## src/rtl/trdb_stage_sequencer_if.sv

```systemverilog
// trdb_stage_sequencer_if: core-side handshake and lc/tc/nc stage outputs of the trace stage sequencer
interface trdb_stage_sequencer_if #(
    parameter int XLEN = 32
);
    logic            trace_enable_i;
    logic            inst_valid_i;
    logic            ready_o;
    logic            stall_i;
    logic [XLEN-1:0] iaddr_i;
    logic [XLEN-1:0] insn_i;
    logic            compressed_i;
    logic            exception_i;
    logic            lc_valid_o;
    logic            tc_valid_o;
    logic            nc_valid_o;
    logic [XLEN-1:0] lc_iaddr_o;
    logic [XLEN-1:0] tc_iaddr_o;
    logic [XLEN-1:0] nc_iaddr_o;
    logic [XLEN-1:0] tc_insn_o;
    logic [XLEN-1:0] nc_insn_o;
    logic            tc_compressed_o;
    logic            nc_compressed_o;
    logic            lc_exception_o;
    logic            tc_exception_o;
    logic            nc_exception_o;
    logic            tc_first_qualified_o;
    logic            tc_last_o;
    logic            busy_o;
    modport master (
        output trace_enable_i, inst_valid_i, stall_i, iaddr_i, insn_i, compressed_i, exception_i,
        input  ready_o, lc_valid_o, tc_valid_o, nc_valid_o, lc_iaddr_o, tc_iaddr_o, nc_iaddr_o,
               tc_insn_o, nc_insn_o, tc_compressed_o, nc_compressed_o, lc_exception_o,
               tc_exception_o, nc_exception_o, tc_first_qualified_o, tc_last_o, busy_o
    );
    modport slave (
        input  trace_enable_i, inst_valid_i, stall_i, iaddr_i, insn_i, compressed_i, exception_i,
        output ready_o, lc_valid_o, tc_valid_o, nc_valid_o, lc_iaddr_o, tc_iaddr_o, nc_iaddr_o,
               tc_insn_o, nc_insn_o, tc_compressed_o, nc_compressed_o, lc_exception_o,
               tc_exception_o, nc_exception_o, tc_first_qualified_o, tc_last_o, busy_o
    );
endinterface

```

## src/rtl/trdb_stage_sequencer.sv

```systemverilog
// trdb_stage_sequencer: aligns retired instructions into lc/tc/nc stages under a fill/run/drain tracing FSM
module trdb_stage_sequencer #(
    parameter int XLEN = 32
) (
    input logic                   clk_i,
    input logic                   rst_ni,
    trdb_stage_sequencer_if.slave bus
);
    typedef enum logic [1:0] {IDLE, FILL, RUN, DRAIN} state_t;
    typedef struct packed {
        logic            valid;
        logic [XLEN-1:0] iaddr;
        logic [XLEN-1:0] insn;
        logic            compressed;
        logic            exception;
        logic            first;
    } stage_t;
    state_t          state_q, state_d;
    stage_t          tc_q, nc_q, nc_in;
    logic            lc_valid_q, lc_exception_q;
    logic [XLEN-1:0] lc_iaddr_q;
    logic            got_first_q;
    logic            ready, accept, advance, tc_last;
    always_ff @(posedge clk_i or negedge rst_ni)
        if (!rst_ni) state_q <= IDLE;
        else state_q <= state_d;
    // DRAIN ends once nothing remains behind tc, i.e. the last instruction is consumed
    always_comb begin
        state_d = state_q;
        case (state_q)
            IDLE:    state_d = bus.trace_enable_i ? FILL : IDLE;
            FILL:    state_d = !bus.trace_enable_i
                               ? ((lc_valid_q || tc_q.valid || nc_q.valid || accept) ? DRAIN : IDLE)
                               : ((accept && nc_q.valid) ? RUN : FILL);
            RUN:     state_d = bus.trace_enable_i ? RUN : DRAIN;
            DRAIN:   state_d = (!bus.stall_i && !nc_q.valid) ? IDLE : DRAIN;
            default: state_d = IDLE;
        endcase
    end
    always_comb begin
        ready   = !bus.stall_i && (state_q == FILL || state_q == RUN);
        accept  = bus.inst_valid_i && ready;
        advance = accept || (state_q == DRAIN && !bus.stall_i && (tc_q.valid || nc_q.valid));
        tc_last = state_q == DRAIN && tc_q.valid && !nc_q.valid;
        nc_in   = accept ? {1'b1, bus.iaddr_i, bus.insn_i, bus.compressed_i, bus.exception_i, !got_first_q}
                         : '0;
    end
    always_ff @(posedge clk_i or negedge rst_ni)
        if (!rst_ni) begin
            lc_valid_q     <= 1'b0;
            lc_iaddr_q     <= '0;
            lc_exception_q <= 1'b0;
            tc_q           <= '0;
            nc_q           <= '0;
            got_first_q    <= 1'b0;
        end else begin
            got_first_q <= state_q == IDLE ? 1'b0 : got_first_q || accept;
            if (advance) begin
                lc_valid_q     <= tc_q.valid;
                lc_iaddr_q     <= tc_q.iaddr;
                lc_exception_q <= tc_q.exception;
                tc_q           <= nc_q;
                nc_q           <= nc_in;
            end
        end
    assign bus.ready_o              = ready;
    assign bus.busy_o               = state_q != IDLE;
    assign bus.tc_last_o            = tc_last;
    assign bus.lc_valid_o           = lc_valid_q;
    assign bus.lc_iaddr_o           = lc_iaddr_q;
    assign bus.lc_exception_o       = lc_exception_q;
    assign bus.tc_valid_o           = tc_q.valid;
    assign bus.tc_iaddr_o           = tc_q.iaddr;
    assign bus.tc_insn_o            = tc_q.insn;
    assign bus.tc_compressed_o      = tc_q.compressed;
    assign bus.tc_exception_o       = tc_q.exception;
    assign bus.tc_first_qualified_o = tc_q.first;
    assign bus.nc_valid_o           = nc_q.valid;
    assign bus.nc_iaddr_o           = nc_q.iaddr;
    assign bus.nc_insn_o            = nc_q.insn;
    assign bus.nc_compressed_o      = nc_q.compressed;
    assign bus.nc_exception_o       = nc_q.exception;
endmodule
```

## src/flat_wrapper.sv

```systemverilog
// flat-port wrapper written by rule: the top's interface ports become plain ports
module trdb_stage_sequencer_flat 
#(
    parameter int XLEN = 32
)
  (clk_i, rst_ni, bus_trace_enable_i, bus_inst_valid_i, bus_stall_i, bus_iaddr_i, bus_insn_i, bus_compressed_i, bus_exception_i, bus_ready_o, bus_lc_valid_o, bus_tc_valid_o, bus_nc_valid_o, bus_lc_iaddr_o, bus_tc_iaddr_o, bus_nc_iaddr_o, bus_tc_insn_o, bus_nc_insn_o, bus_tc_compressed_o, bus_nc_compressed_o, bus_lc_exception_o, bus_tc_exception_o, bus_nc_exception_o, bus_tc_first_qualified_o, bus_tc_last_o, bus_busy_o);
  trdb_stage_sequencer_if #(.XLEN(XLEN)) bus_i ();
  input logic clk_i;
  input logic rst_ni;
  input wire logic [$bits(bus_i.trace_enable_i)-1:0] bus_trace_enable_i;
  input wire logic [$bits(bus_i.inst_valid_i)-1:0] bus_inst_valid_i;
  input wire logic [$bits(bus_i.stall_i)-1:0] bus_stall_i;
  input wire logic [$bits(bus_i.iaddr_i)-1:0] bus_iaddr_i;
  input wire logic [$bits(bus_i.insn_i)-1:0] bus_insn_i;
  input wire logic [$bits(bus_i.compressed_i)-1:0] bus_compressed_i;
  input wire logic [$bits(bus_i.exception_i)-1:0] bus_exception_i;
  output wire logic [$bits(bus_i.ready_o)-1:0] bus_ready_o;
  output wire logic [$bits(bus_i.lc_valid_o)-1:0] bus_lc_valid_o;
  output wire logic [$bits(bus_i.tc_valid_o)-1:0] bus_tc_valid_o;
  output wire logic [$bits(bus_i.nc_valid_o)-1:0] bus_nc_valid_o;
  output wire logic [$bits(bus_i.lc_iaddr_o)-1:0] bus_lc_iaddr_o;
  output wire logic [$bits(bus_i.tc_iaddr_o)-1:0] bus_tc_iaddr_o;
  output wire logic [$bits(bus_i.nc_iaddr_o)-1:0] bus_nc_iaddr_o;
  output wire logic [$bits(bus_i.tc_insn_o)-1:0] bus_tc_insn_o;
  output wire logic [$bits(bus_i.nc_insn_o)-1:0] bus_nc_insn_o;
  output wire logic [$bits(bus_i.tc_compressed_o)-1:0] bus_tc_compressed_o;
  output wire logic [$bits(bus_i.nc_compressed_o)-1:0] bus_nc_compressed_o;
  output wire logic [$bits(bus_i.lc_exception_o)-1:0] bus_lc_exception_o;
  output wire logic [$bits(bus_i.tc_exception_o)-1:0] bus_tc_exception_o;
  output wire logic [$bits(bus_i.nc_exception_o)-1:0] bus_nc_exception_o;
  output wire logic [$bits(bus_i.tc_first_qualified_o)-1:0] bus_tc_first_qualified_o;
  output wire logic [$bits(bus_i.tc_last_o)-1:0] bus_tc_last_o;
  output wire logic [$bits(bus_i.busy_o)-1:0] bus_busy_o;
  assign bus_i.trace_enable_i = bus_trace_enable_i;
  assign bus_i.inst_valid_i = bus_inst_valid_i;
  assign bus_i.stall_i = bus_stall_i;
  assign bus_i.iaddr_i = bus_iaddr_i;
  assign bus_i.insn_i = bus_insn_i;
  assign bus_i.compressed_i = bus_compressed_i;
  assign bus_i.exception_i = bus_exception_i;
  assign bus_ready_o = bus_i.ready_o;
  assign bus_lc_valid_o = bus_i.lc_valid_o;
  assign bus_tc_valid_o = bus_i.tc_valid_o;
  assign bus_nc_valid_o = bus_i.nc_valid_o;
  assign bus_lc_iaddr_o = bus_i.lc_iaddr_o;
  assign bus_tc_iaddr_o = bus_i.tc_iaddr_o;
  assign bus_nc_iaddr_o = bus_i.nc_iaddr_o;
  assign bus_tc_insn_o = bus_i.tc_insn_o;
  assign bus_nc_insn_o = bus_i.nc_insn_o;
  assign bus_tc_compressed_o = bus_i.tc_compressed_o;
  assign bus_nc_compressed_o = bus_i.nc_compressed_o;
  assign bus_lc_exception_o = bus_i.lc_exception_o;
  assign bus_tc_exception_o = bus_i.tc_exception_o;
  assign bus_nc_exception_o = bus_i.nc_exception_o;
  assign bus_tc_first_qualified_o = bus_i.tc_first_qualified_o;
  assign bus_tc_last_o = bus_i.tc_last_o;
  assign bus_busy_o = bus_i.busy_o;
  trdb_stage_sequencer #(.XLEN(XLEN)) u_core (.clk_i(clk_i), .rst_ni(rst_ni), .bus(bus_i));
endmodule
```

## config.mk

```make
export PLATFORM = sky130hd
export DESIGN_NAME = trdb_stage_sequencer_flat
export DESIGN_NICKNAME = d
export VERILOG_FILES = /design/src/rtl/trdb_stage_sequencer_if.sv /design/src/rtl/trdb_stage_sequencer.sv /design/src/flat_wrapper.sv
export SDC_FILE = /design/constraint.sdc
export NUM_CORES = 1
export LEC_CHECK = 0
export ABC_AREA = 1
export CORE_MARGIN = 2
export CORE_UTILIZATION = 46
export DETAILED_ROUTE_END_ITERATION = 8
export PLACE_DENSITY = 0.93
export SYNTH_ARGS = -nofsm -noshare
export SYNTH_HDL_FRONTEND = slang
export SYNTH_SLANG_ARGS = --single-unit
```

## constraint.sdc

```tcl
create_clock -name clk_i -period 2.04 [get_ports clk_i]
set_input_delay 0.408 -clock clk_i [delete_from_list [all_inputs] [get_ports clk_i]]
set_output_delay 0.408 -clock clk_i [all_outputs]
set_load 0.1 [all_outputs]
```

### Yosys cells after proc, flatten, opt, wreduce, memory -nomap -nowiden

Cells that the tools add are included.

| storage, ports and cells | value |
|---|---|
| word-level logic and storage cells | 49 |
| output and inout bits | 172 |
| bits in registers | 173 |

| operators by class | value |
|---|---|
| muxes and demuxes | 9 |
| equal/unequal tests | 3 |
| reduce and logical (&&, ||, !) cells | 20 |

Operators by type and width:

| operator | count |
|---|---|
| $mux W68 | 1 |
| $logic_and A1 B1 Y1 | 8 |
| $mux W2 | 4 |
| $pmux W2 S4 | 1 |
| $logic_or A1 B1 Y1 | 7 |
| $eq A2 B2 Y1 const B | 2 |
| $logic_not A1 Y1 | 3 |
| $mux W1 | 3 |
| $eq A2 B1 Y1 const B | 1 |
| $logic_not A2 Y1 | 1 |
| $reduce_bool A2 Y1 | 1 |

### Logic depth before layout (Yosys ltp)

Gate-level depths: netlist (run 1).

| logic depth | value |
|---|---|
| word-level depth | 8 |
| mapped depth | 9 |
| gate-level depth less buffers | 7 |

### Worst setup path before layout (run 1)

Ideal clock, no wire load.

| path | value |
|---|---|
| kind | reg-to-output |
| start | register u_core.tc_q, in the netlist u_core.bus.tc_valid_o |
| end | output port bus_tc_last_o |
| cell stages (with the launch flop) | 3 |
| setup slack | -1555 ps |
| buffers on the path | 0 |
| arrival time | 3187 ps |
| cell sequence | dfrtp_1 > inv_1 > nor3_1 |

| on the way | value |
|---|---|
| word-level cells in the longest chain between the ends | 2 |

RTL lines:

| item | line | source |
|---|---|---|
| from (decl) | trdb_stage_sequencer.sv:19 | `stage_t tc_q, nc_q, nc_in;` |
| from (signal assigned) | trdb_stage_sequencer.sv:62 | `tc_q <= nc_q;` |
| $logic_and A1 B1 Y1 (2 in a row) | trdb_stage_sequencer.sv:44 | `tc_last = state_q == DRAIN && tc_q.valid && !nc_q.valid;` |
| to (decl) | flat_wrapper.sv:32 | `output wire logic [$bits(bus_i.tc_last_o)-1:0] bus_tc_last_o;` |

Every way passes these cells.

### Worst setup path in the final report (run 1)

| path | value |
|---|---|
| start | register u_core.state_q[1] |
| end | output port bus_tc_last_o |

| on the way | value |
|---|---|
| word-level cells in the longest chain between the ends | 3 |

RTL lines:

| item | line | source |
|---|---|---|
| from (decl) | trdb_stage_sequencer.sv:18 | `state_t state_q, state_d;` |
| from (signal assigned) | trdb_stage_sequencer.sv:26 | `else state_q <= state_d;` |
| $eq A2 B2 Y1 | trdb_stage_sequencer.sv:44 |  |
| $logic_and A1 B1 Y1 (2 in a row) | trdb_stage_sequencer.sv:44 |  |

Every way passes these cells.

==> results.md, run 1 <==
Global route:
- Entering global routing, the biggest net connects 69 pins.
- The first global-routing pass estimated 28.2 mm of wire.
- For this run, the total global-route usage over all layers was measured as 0.217.
- The total congestion overflow after global routing is 0.
- The number of global-route vias before repair is 5579.
- The number of antenna violations at the first check in global routing was 0.

Critical path:
- STA classifies the critical path endpoint as a primary output.
- In this run the critical register-to-register path is captured at u_core.bus.tc_iaddr_o[25]$_DFFE_PN0P_.
- For the worst setup path, the data required time is 1.63 ns.
- The critical path startpoint category is a flop.
- The setup slack on the worst flop-to-flop path is 0.33 ns.
- The launch instance of the worst register-to-register path is u_core.state_q[1]$_DFF_PN0_.
- The worst register-to-register path has a depth of 8.
- Tracing the worst setup path back leads to its startpoint at u_core.state_q[1]$_DFF_PN0_.
- The class of the most critical setup path is reg -> out.
- The critical-path maximum fanout is 3.
- The arrival time at the worst endpoint is 1.55 ns.

Drt:
- The via count normalized by instance count is 4.92.
- The total DRC errors in the routed layout is 0.
- The final layout contains routed wiring with a total length of 17.7 mm.
- The post-detailed-route count of antenna-violating nets is 0.
- The first detailed-routing pass ran for 5 iterations.
- The detailed router finished its first iteration with 381 violations.
- After detailed routing, the average wire length per cell comes to 15.3 µm.
- The detailed router placed 5696 vias in this run.

Floorplan:
- The core box area is 0.0153 mm².
- The floorplan step defined a die boundary enclosing 0.0167 mm².
- For this configuration, the core starts out at a cell density of 0.474.
- The number of top-level pins is 243.
- From bottom edge to top edge, the die measures 129 µm.
- The horizontal die dimension is 129 µm.
- After floorplanning, the core was divided into 45 placement rows.

Logic synthesis:
- After synthesis the cells add up to 0.00723 mm².
- The primary flip-flop cell chosen by synthesis mapping is dfrtp_1.
- The share of Yosys cell area claimed by the top area cell type is 0.599.
- Of the total synthesized cell area, the portion taken by AND, OR, NAND and NOR gates is 0.109.
- The synthesized design contains 173 register bits.
- During synthesis, Yosys emitted a total of 0 warnings.
- The number of synthesized flops with an enable pin is 0.
- The xor and xnor area share after synthesis is 0.
- Yosys instantiated no cell more often than dfrtp_1.
- Summed over all instances, the cell type with the most area after synthesis is dfrtp_1.
- The net count of the mapped netlist is 833.
- Each instance of the synthesized netlist takes up on average 9.55 µm².
- By area, the combinational part of the netlist is dominated by buffers and inverters.
- Of the total synthesized cell area, the portion taken by full adders, half adders and majority gates is 0.00866.
- In the synthesized netlist, the number of instances is 757.
- By area the synthesized netlist is led by dfrtp_1 60%, buf_4 6.8%, o21ai_0 6.2%.
- The synthesized-area fraction occupied by ao, oa, aoi and oai cells is 0.123.
- For this run, asynchronously set or reset flops after synthesis account for 1.00.
- The sequential cell area fraction in the yosys report is 0.599.
- The multiplexer share of the synthesized area is 0.
- After synthesis, the most frequently instantiated cells are 173 x dfrtp_1, 110 x inv_1, 90 x o21ai_0, 74 x nor2_1, 72 x a21oi_1.
- The distinct cell type count of the synthesized netlist is 19.

Timing:
- Setup repair after global routing left no endpoint under its margin.
- The fmax is 511 MHz.
- The number of hold-slack violations in the final timing report came to 0.
- The share of the clock period used by the worst path after layout is 0.959.
- Setup slack closes at 0.0829 ns.
- The count of pins over their slew limit is 0.
- The transition time of the tightest slew-check pin is 0.436 ns.
- Setup total negative slack on the finished layout was measured at 0 ns.
- Between clock sinks in the finished design, the worst skew comes to 0.00699 ns.
- The final count of negative-setup-slack endpoints is 0.
- The worst relative slew slack is 0.709.
- The time the worst path needs with I/O delays and setup is 1.96 ns.

Run status:
- The run finished with clean final reports.

Hold path:
- The worst hold path begins at bus_inst_valid_i.
- The worst hold path passes through 3 cells.
- The worst hold path terminates at u_core.got_first_q$_DFF_PN0_.
- The worst hold path belongs to the class in -> reg.

Clock tree:
- TritonCTS built the clock tree.
- No sink is reached through more buffers than the 2 on the longest clock path.
- Counting the buffers created by CTS gives 17.
- The maximum level of the CTS H-tree is 4.
- The root buffer cell is clkbuf_16.
- The number of sinks driven by the clock tree is 173.
- After clock tree synthesis, the clock-pin slew on the worst setup and hold paths is 0.06 ns.
- The later-pin clock latency in the skew report is 0.42 ns.

Final layout:
- The number of nets at the end of the flow is 1010.
- The fraction of layout instances using a drive strength above 1 is 0.251.
- The area growth from synthesis to layout is 35.8%.
- With fillers left out, the area of the finished cells amounts to 0.00981 mm².
- Once layout is complete, the cells apart from fillers number 1157.
- 0 antenna diodes ended up in the layout.

Place:
- Detailed placement ended at an HPWL of 12.3 mm.
- The instance area at placement is 0.00915 mm².
- OpenSTA, run right after detailed placement, puts the worst setup slack at 0.0463 ns.
- The number of instances in the placed design is 1123.
- The number of input and output port buffers inserted is 242.
- Routability-driven placement finished with a final weighted congestion of 0.810.

Run:
- The reported max-cap violation count is 0.
==> placed cells by master (no fill, tap or decap), drive strengths merged <==
cell type      Yosys  layout
clkinvlp           0       1
nand2             36      36
clkbuf            17      20
nor2              74      74
nand3             70      70
nand4              2       2
buf               92     198
clkinv             0       5
o22ai              1       1
inv              111     112
o21ai            103     103
nor3               1       1
dfrtp            173     173
clkdlybuf4s50      0      68
a21oi             72      72
bufinv             0       4
dlygate4sd3        0       1
ha                 5       5
==> state kept, by name, indices dropped and copies added (netlist names), 2 cells and up <==
register,cells
u_core.bus.nc_iaddr_o,32
u_core.bus.tc_iaddr_o,32
u_core.bus.nc_insn_o,32
u_core.bus.tc_insn_o,32
u_core.state_q,2
u_core.bus.lc_iaddr_o,32
==> through the flow <==
stage / utilization / hold WS [ns]
floorplan: - / 0.112
global placement: 0.600 / 0.360
detailed placement: 0.600 / 0.366
CTS: 0.643 / 0.369
global route: 0.643 / 0.390
finish: 0.643 / 0.385
==> kinds of logic after synthesis <==
group,after synthesis
compound gates,176
fa+ha+maj,5
buf+inv,220
flops,173
simple gates,183
==> how the worst max path moves through the flow <==
stage                     slack, ns                               endpoint  depth (start not counted)
final                          0.08                          bus_tc_last_o                          5
after global routing         0.0006                          bus_tc_last_o                          5
after CTS                      0.02                          bus_tc_last_o                          5
after detailed placement       0.05   u_core.bus.tc_insn_o[16]$_DFFE_PN0P_                          8
after global placement         0.11  u_core.bus.tc_iaddr_o[25]$_DFFE_PN0P_                          8
after floorplan               -0.32                          bus_tc_last_o                          2
==> layer usage <==
layer | share of wire | GRT usage | routed length (µm) | up-vias
li1 | - | - | - | 2712
met1 | 0.41 | 0.270 | 7280 | 2721
met2 | 0.51 | 0.367 | 8990 | 223
met3 | 0.055 | 0.0421 | 967 | 40
met4 | 0.029 | 0.102 | 506 | 0
met5 | 0 | 0 | 0 | -
==> timing repair <==
| action | in CTS | in global routing |
|---|---|---|
| setup endpoints to repair | 1 | 2 |
| hold buffers | 1 | 0 |
| resized for setup | 1 | 2 |
| setup buffers | 2 | 0 |
| pin swaps | 1 | 2 |
| endpoints found under the hold margin | 38 | 0 |
==> cell type report <==
class / instances / area, µm²
multi-input cells: 364 / 1780
well taps: 211 / 264
clock buffers: 20 / 457
flip-flops and latches: 173 / 4330
fillers: 1178 / 5450
repair buffers: 267 / 2400
clock inverters: 11 / 165
inverters: 111 / 417
==> worst max-delay path, stage by stage (launching register included) <==
cell     delay (ns)
dfrtp_1        0.39
buf_4          0.13
ha_1           0.16
inv_1          0.09
nor3_4         0.17
buf_12         0.20
Power of run 1 is left out: the tool's default activity adds up to more than one toggle a clock period on the data nets, which glitch-free logic cannot reach.
==> run 2: changes to the inputs <==
--- a/config.mk
+++ b/config.mk
@@ -9,6 +9,7 @@
 export CORE_MARGIN = 2
 export CORE_UTILIZATION = 46
 export DETAILED_ROUTE_END_ITERATION = 8
+export MAX_ROUTING_LAYER = met4
 export PLACE_DENSITY = 0.93
 export SYNTH_ARGS = -nofsm -noshare
 export SYNTH_HDL_FRONTEND = slang
==> run 2 against run 1 <==
Setup slack barely moved. Sequential share of layout area did not move. Maximum frequency is essentially flat. Final area is the same. Worst hold slack lost 0.00092 ns. Flip-flop and latch count did not move.
==> results.md, run 2 (synthesis gave the netlist of run 1 again) <==
Run status:
- The run finished with clean final reports.

Critical path:
- The setup path with the least slack is of type reg -> out.
- The signal on the critical path passes through buf_4, ha_1, inv_1, nor3_4, buf_12.
- The arrival time at the worst endpoint was 1.55 ns (about the same).
- The setup slack on the worst flop-to-flop path came to 0.34 ns (about the same).
- STA classifies the critical path startpoint as a flop.
- The maximum single-stage delay on the critical path is 0.39 ns (about the same).
- The cell count of the worst reg-to-reg path is 8 (unchanged).
- The critical-path maximum fanout was 3 (unchanged).
- The buffers plus inverters on the worst setup path was 3 (unchanged).
- The worst flop-to-flop path endpoint is u_core.bus.tc_iaddr_o[25]$_DFFE_PN0P_.
- The critical path required time is 1.63 ns (about the same).
- The critical path endpoint category is a primary output.
- The worst register-to-register path begins at u_core.state_q[1]$_DFF_PN0_.
- The cell class contributing the biggest share of worst-path delay is buffers and inverters.
- The largest individual stage delay along the critical path comes from the cell dfrtp_1.

Drt:
- The via count normalized by instance count came to 4.91 (-0.26%).
- The number of detailed-routing iterations run before antenna repair is 4 (-1).
- The via count came to 5681 (-0.26%).
- The DRC marker count from the first detailed-route iteration is 370 (-2.9%).
- The total DRC errors in the routed layout was 0 (unchanged).
- The post-detailed-route count of antenna-violating nets is 0 (unchanged).
- The detailed-route wire length per cell is 15.3 µm (about the same).
- The wire length after detailed routing is 17.8 mm (about the same).

Final layout:
- The post-route non-filler standard cell count is 1157 (unchanged).
- The number of antenna repair diodes is 0 (unchanged).
- The fraction of layout instances using a drive strength above 1 is 0.251 (unchanged).
- The most common cell after layout, fill and taps aside is buf_4.
- In the layout the commonest cells are 178 x buf_4, 173 x dfrtp_1, 108 x inv_1.
- The number of nets at the end of the flow is 1010 (unchanged).
- The register area was 0.00433 mm² (unchanged).
- The layout filler cell count is 1178 (unchanged).
- The area taken by multi-input logic gates was 0.00178 mm² (unchanged).
- The area added between synthesis and finish is 35.8% (unchanged).

Clock tree:
- The maximum number of buffers from clock root to sink is 2 (unchanged).
- The maximum level of the CTS H-tree came to 4 (unchanged).
- TritonCTS built the clock tree.
- The later-pin clock latency in the skew report came to 0.42 ns (about the same).
- The clock-pin slew reported for the worst setup and hold paths after clock tree synthesis is 0.06 ns (about the same).
- The number of sinks driven by the clock tree is 173 (unchanged).
- The root buffer cell is clkbuf_16.
- The TritonCTS buffer count is 17 (unchanged).

Timing:
- The count of pins over their slew limit is 0 (unchanged).
- Setup repair after global routing left no endpoint under its margin.
- The worst relative slew slack was 0.710 (+0.00123).
- The time the worst path needs with I/O delays and setup is 1.96 ns (+0.000337 ns).
- The final count of negative-setup-slack endpoints is 0 (unchanged).
- The transition time of the tightest slew-check pin is 0.435 ns (-0.00185 ns).
- The fmax is 511 MHz (about the same).
- The share of the clock period used by the worst path after layout is 0.960 (about the same).
- The number of hold-slack violations in the final timing report is 0 (unchanged).
- The final clock skew is 0.00822 ns (+0.00123 ns).
- The post-route worst setup slack is 0.0826 ns (-0.000337 ns).

Hold path:
- The class of the tightest hold or removal check is in -> reg.
- The worst hold path begins at bus_inst_valid_i.
- The number of cells traversed by the worst hold path is 3 (unchanged).
- The path with the worst hold slack has its endpoint at u_core.got_first_q$_DFF_PN0_.

Floorplan:
- The area enclosed by the die boundary is 0.0167 mm² (unchanged).
- The horizontal die dimension is 129 µm (unchanged).
- The die height came to 129 µm (unchanged).
- The core box area is 0.0153 mm² (unchanged).
- The number of top-level pins is 243 (unchanged).
- The number of cell rows is 45 (unchanged).
- The initial core utilization is 0.474 (unchanged).

Place:
- The number of instances in the placed design was 1123 (unchanged).
- The pre-CTS setup slack was 0.0463 ns (unchanged).
- The HPWL reported at the end of detailed placement came to 12.3 mm (unchanged).
- The number of input and output port buffers inserted is 242 (unchanged).
- The global placement routability congestion is 0.822 (+1.5%).

Global route:
- The combined global-route utilization of all metal layers was 0.224 (+0.00669).
- The number of global-route vias before repair is 5579 (unchanged).
- The total congestion overflow after global routing is 0 (unchanged).
- The first-pass GRT wire length is 28.1 mm (about the same).
- The pin count of the biggest net entering global routing is 69 (unchanged).
- The number of antenna violations at the first check in global routing is 0 (unchanged).

Run:
- The reported max-cap violation count is 0 (unchanged).
run 2: cell counts in the layout (fill, tap and decap cells not counted):
No cell type changed its count.
run 2: how the worst max path moves through the flow:
| stage | slack, ns | from | end | cells past startpoint |
|---|---|---|---|---|
| 6_report | 0.08 | u_core.state_q[1]$_DFF_PN0_ | bus_tc_last_o | 5 |
| 3_5_place_dp | 0.05 | bus_stall_i | u_core.bus.tc_insn_o[16]$_DFFE_PN0P_ | 8 |
| 3_3_place_gp | 0.11 | bus_stall_i | u_core.bus.tc_iaddr_o[25]$_DFFE_PN0P_ | 8 |
| 5_1_grt | 0.0007 | u_core.state_q[1]$_DFF_PN0_ | bus_tc_last_o | 5 |
| 2_1_floorplan | -0.32 | u_core.bus.tc_valid_o$_DFFE_PN0P_ | bus_tc_last_o | 2 |
| 4_1_cts | 0.02 | u_core.state_q[1]$_DFF_PN0_ | bus_tc_last_o | 5 |
run 2: worst min-delay path, stage by stage:
cell and delay [ns]:
buf_2 0.14, nand3_2 0.14, a21oi_1 0.08
run 2: timing repair:
| item | in CTS | in global routing |
|---|---|---|
| pin swaps | 1 | 2 |
| hold endpoints to repair | 38 | 0 |
| endpoints found under the setup margin | 1 | 2 |
| hold buffers | 1 | 0 |
| setup buffers | 2 | 0 |
| resized for setup | 1 | 2 |
run 2: final cells by class:
cell class / count / share of cell area
timing repair buffer: 267 / 0.245
tap: 211 / 0.0269
clock inverter: 11 / 0.0168
clock buffer: 20 / 0.0465
sequential: 173 / 0.441
multi-input combinational: 364 / 0.181
inverter: 111 / 0.0425
run 2: layer usage:
metal,up-vias,part of all wire,GRT usage
li1,2705,-,-
met1,2727,0.42,0.271
met2,216,0.51,0.367
met3,33,0.048,0.0396
met4,0,0.026,0.102
met5,-,0,-
run 2: metrics by stage:
stage / cell area, µm² / util / TNS, ns / hold slack, ns
after floorplan: 7240 / - / -0.324 / 0.112
after global placement: 9150 / 0.600 / 0 / 0.360
after detailed placement: 9150 / 0.600 / 0 / 0.366
after CTS: 9810 / 0.643 / 0 / 0.369
after global routing: 9810 / 0.643 / 0 / 0.390
final: 9810 / 0.643 / 0 / 0.385
Power of run 2 is left out for the same reason.
==> run 3: changes to the inputs <==
==> constraint.sdc (replaced) <==
create_clock -name clk_i -period 2.04 [get_ports clk_i]
set_input_delay 0.408 -clock clk_i [delete_from_list [all_inputs] [get_ports clk_i]]
set_output_delay 0.408 -clock clk_i [all_outputs]
set_load 0.01 [all_outputs]
==> run 3 against run 2 <==
Register-to-register slack worse by 0.12 ns. Highest routed layer unchanged. Routed wire length increased by 1.7%. Flip-flop and latch count unchanged. Maximum frequency increased by 3.6%. Final cell count unchanged. Worst hold slack better by 0.063 ns. Non-clock buffer count decreased by 1. Count of clock-buffer cells in the layout grew 1.
==> results.md, run 3 (synthesis gave the netlist of run 1 again) <==
Critical path:
- The class of the most critical setup path is reg -> out.
- On the critical path the largest part of the delay comes from buffers and inverters.
- The maximum single-stage delay on the critical path is 0.61 ns (+0.22 ns).
- The buffers plus inverters on the worst setup path is 1 (-2).
- The worst setup path is launched from a flop.
- The critical path goes through clkdlybuf4s50_1.
- The critical path required time came to 1.63 ns (about the same).
- The arrival time at the worst endpoint came to 1.48 ns (-0.07 ns).
- For this design, the slowest cell found on the critical path is clkdlybuf4s50_1.
- The critical-path maximum fanout is 7 (+4).
- The setup slack on the worst flop-to-flop path is 0.22 ns (-0.12 ns).
- The worst setup path is captured at a primary output.

Power:
- The total chip power is 0.0171 W.
- VDD sags by at most 0.000738 V.
- Summed over all cells, the static leakage comes to 4.39 nW.
- Power spread over the standard cell area amounts to 1710 mW/mm².

Drt:
- The total DRC errors in the routed layout is 0 (unchanged).
- The number of detailed-routing iterations run before antenna repair came to 6 (+2).
- The post-detailed-route count of antenna-violating nets is 0 (unchanged).
- The via count normalized by instance count is 4.96 (+1.0%).
- The via count is 5738 (+1.0%).
- The detailed-route wire length per cell is 15.6 µm (+1.7%).
- The DRC marker count from the first detailed-route iteration came to 421 (+14%).
- The wire length after detailed routing is 18.1 mm (+1.7%).

Global route:
- The first-pass GRT wire length is 28.6 mm (+1.5%).
- The met3 layer usage reported by global route was 0.0388 (-0.000826).
- The number of antenna violations at the first check in global routing is 0 (unchanged).
- The number of global-route vias before repair is 5747 (+3.0%).
- The global-route track usage on met2 is 0.375 (+0.00774).
- The layer with the highest usage after global routing is met2.
- The combined global-route utilization of all metal layers was 0.226 (+0.00245).
- The pin count of the biggest net entering global routing came to 73 (+5.8%).
- The total congestion overflow after global routing is 0 (unchanged).
- The routing usage on met1 is 0.268 (-0.00222).

Timing:
- The worst relative slew slack came to 0.678 (-0.0327).
- The transition time of the tightest slew-check pin is 0.484 ns (+0.0490 ns).
- The time the worst path needs with I/O delays and setup is 1.89 ns (-0.0682 ns).
- The count of pins over their slew limit came to 0 (unchanged).
- The worst hold margin came to 0.447 ns (+0.0625 ns).
- The number of hold-slack violations in the final timing report is 0 (unchanged).
- Setup repair after global routing left no endpoint under its margin.
- The final clock skew is 0.00789 ns (-0.000331 ns).
- The share of the clock period used by the worst path after layout came to 0.926 (-0.0334).
- The fmax came to 529 MHz (+3.6%).
- The final count of negative-setup-slack endpoints is 0 (unchanged).

Clock tree:
- The later-pin clock latency in the skew report is 0.41 ns (about the same).
- The maximum number of buffers from clock root to sink was 2 (unchanged).
- The maximum level of the CTS H-tree is 4 (unchanged).
- TritonCTS built the clock tree.
- The number of sinks driven by the clock tree is 173 (unchanged).
- The clock-pin slew reported for the worst setup and hold paths after clock tree synthesis is 0.06 ns (about the same).
- The root buffer cell is clkbuf_16.
- The total setup buffers inserted after CTS is 0 (-2).
- The TritonCTS buffer count was 17 (unchanged).

Place:
- The global placement routability congestion came to 0.816 (-0.77%).
- The HPWL reported at the end of detailed placement is 12.6 mm (+2.3%).
- The number of input and output port buffers inserted is 242 (unchanged).
- The instance area at placement came to 0.00948 mm² (+3.6%).

Final layout:
- In the layout the commonest cells are 237 x clkdlybuf4s50_1, 173 x dfrtp_1, 108 x inv_1.
- The layout filler cell count is 1169 (-0.76%).
- Leaving out fill and tap cells, the most frequent cell in the layout is clkdlybuf4s50_1.
- The fraction of layout instances using a drive strength above 1 is 0.0666 (-0.184).
- Relative to the synthesized area, the layout overhead comes to 38.7%.
- The number of antenna repair diodes is 0 (unchanged).
- The number of nets at the end of the flow is 1009 (-0.099%).
- The cell area after layout is 0.0100 mm² (+2.2%).

Floorplan:
- The die height came to 129 µm (unchanged).
- The initial core utilization is 0.474 (unchanged).
- The number of top-level pins is 243 (unchanged).
- The number of cell rows is 45 (unchanged).
- The area enclosed by the die boundary came to 0.0167 mm² (unchanged).
- The horizontal die dimension came to 129 µm (unchanged).
- The core box area is 0.0153 mm² (unchanged).

Run status:
- The run finished with clean final reports.

Hold path:
- In this run the worst hold path is classified as in -> reg.

Run:
- The reported max-cap violation count is 0 (unchanged).
[run 3: cell count changes in the layout (fill, tap and decap cells not counted), moves of 2 or more]
cell,before,now
clkdlybuf4s50_1,68,237
buf_4,178,13
buf_12,18,10
bufinv_16,4,1
clkbuf_1,1,4
clkbuf_8,2,0
clkinv_4,1,3
[run 3: final timing paths]
| kind | from | end | depth (start not counted) |
|---|---|---|---|
| min in group asynchronous | rst_ni | u_core.bus.lc_iaddr_o[18]$_DFFE_PN0P_ | 2 |
| max | u_core.bus.nc_valid_o$_DFFE_PN0P_ | bus_nc_valid_o | 1 |
| min | bus_inst_valid_i | u_core.got_first_q$_DFF_PN0_ | 3 |
| max in group asynchronous | rst_ni | u_core.bus.nc_insn_o[20]$_DFFE_PN0P_ | 3 |
| max reg2reg | u_core.state_q[0]$_DFF_PN0_ | u_core.bus.nc_insn_o[26]$_DFFE_PN0P_ | 8 |
| min reg2reg | u_core.got_first_q$_DFF_PN0_ | u_core.nc_q[0]$_DFFE_PN0P_ | 1 |
[run 3: what timing repair did]
| action | 4_1_cts | 5_1_grt |
|---|---|---|
| cloned | 0 | 0 |
| pin swaps | 0 | 0 |
| endpoints found under the setup margin | 3 | 2 |
| hold buffers | 1 | 0 |
| resized for setup | 6 | 6 |
| endpoints found under the hold margin | 45 | 0 |
[run 3: area by class of cell]
class                   instances  area [µm²]  share of cell area
repair buffers                266        2720               0.271
inverters                     111         417              0.0416
well taps                     211         264              0.0263
flip-flops and latches        173        4330               0.432
multi-input cells             364        1770               0.176
clock inverters                11        96.3             0.00961
clock buffers                  21         440              0.0439
[run 3: through the flow]
stage                     setup slack, ns  TNS, ns  std cells  utilization
after floorplan                     0.350        0        757            -
after global routing               0.0789        0       1157        0.657
after global placement             0.0369        0       1124        0.621
after detailed placement          -0.0197  -0.0197       1124        0.621
after CTS                          0.0211        0       1157        0.658
final                               0.151        0       1157        0.657
[run 3: per-layer routing]
layer,routed length [µm],part of all wire,vias up
met2,9320,0.52,237
met4,587,0.032,0
met1,7130,0.39,2765
met5,0,0,-
li1,-,-,2696
met3,1020,0.057,40
[run 3: tightest hold or removal path: cells and delay by family]
| family | cells | cell delay (ns) |
|---|---|---|
| compound gates | 1 | 0.09 |
| buf+inv | 1 | 0.15 |
| simple gates | 1 | 0.16 |
[run 3: power by group]
group          switching, W  internal, W
Combinational       0.00387      0.00412
Clock               0.00128      0.00167
Sequential          0.00105      0.00514
Total               0.00620       0.0109
No activity file was read; power rests on OpenSTA's default activity.
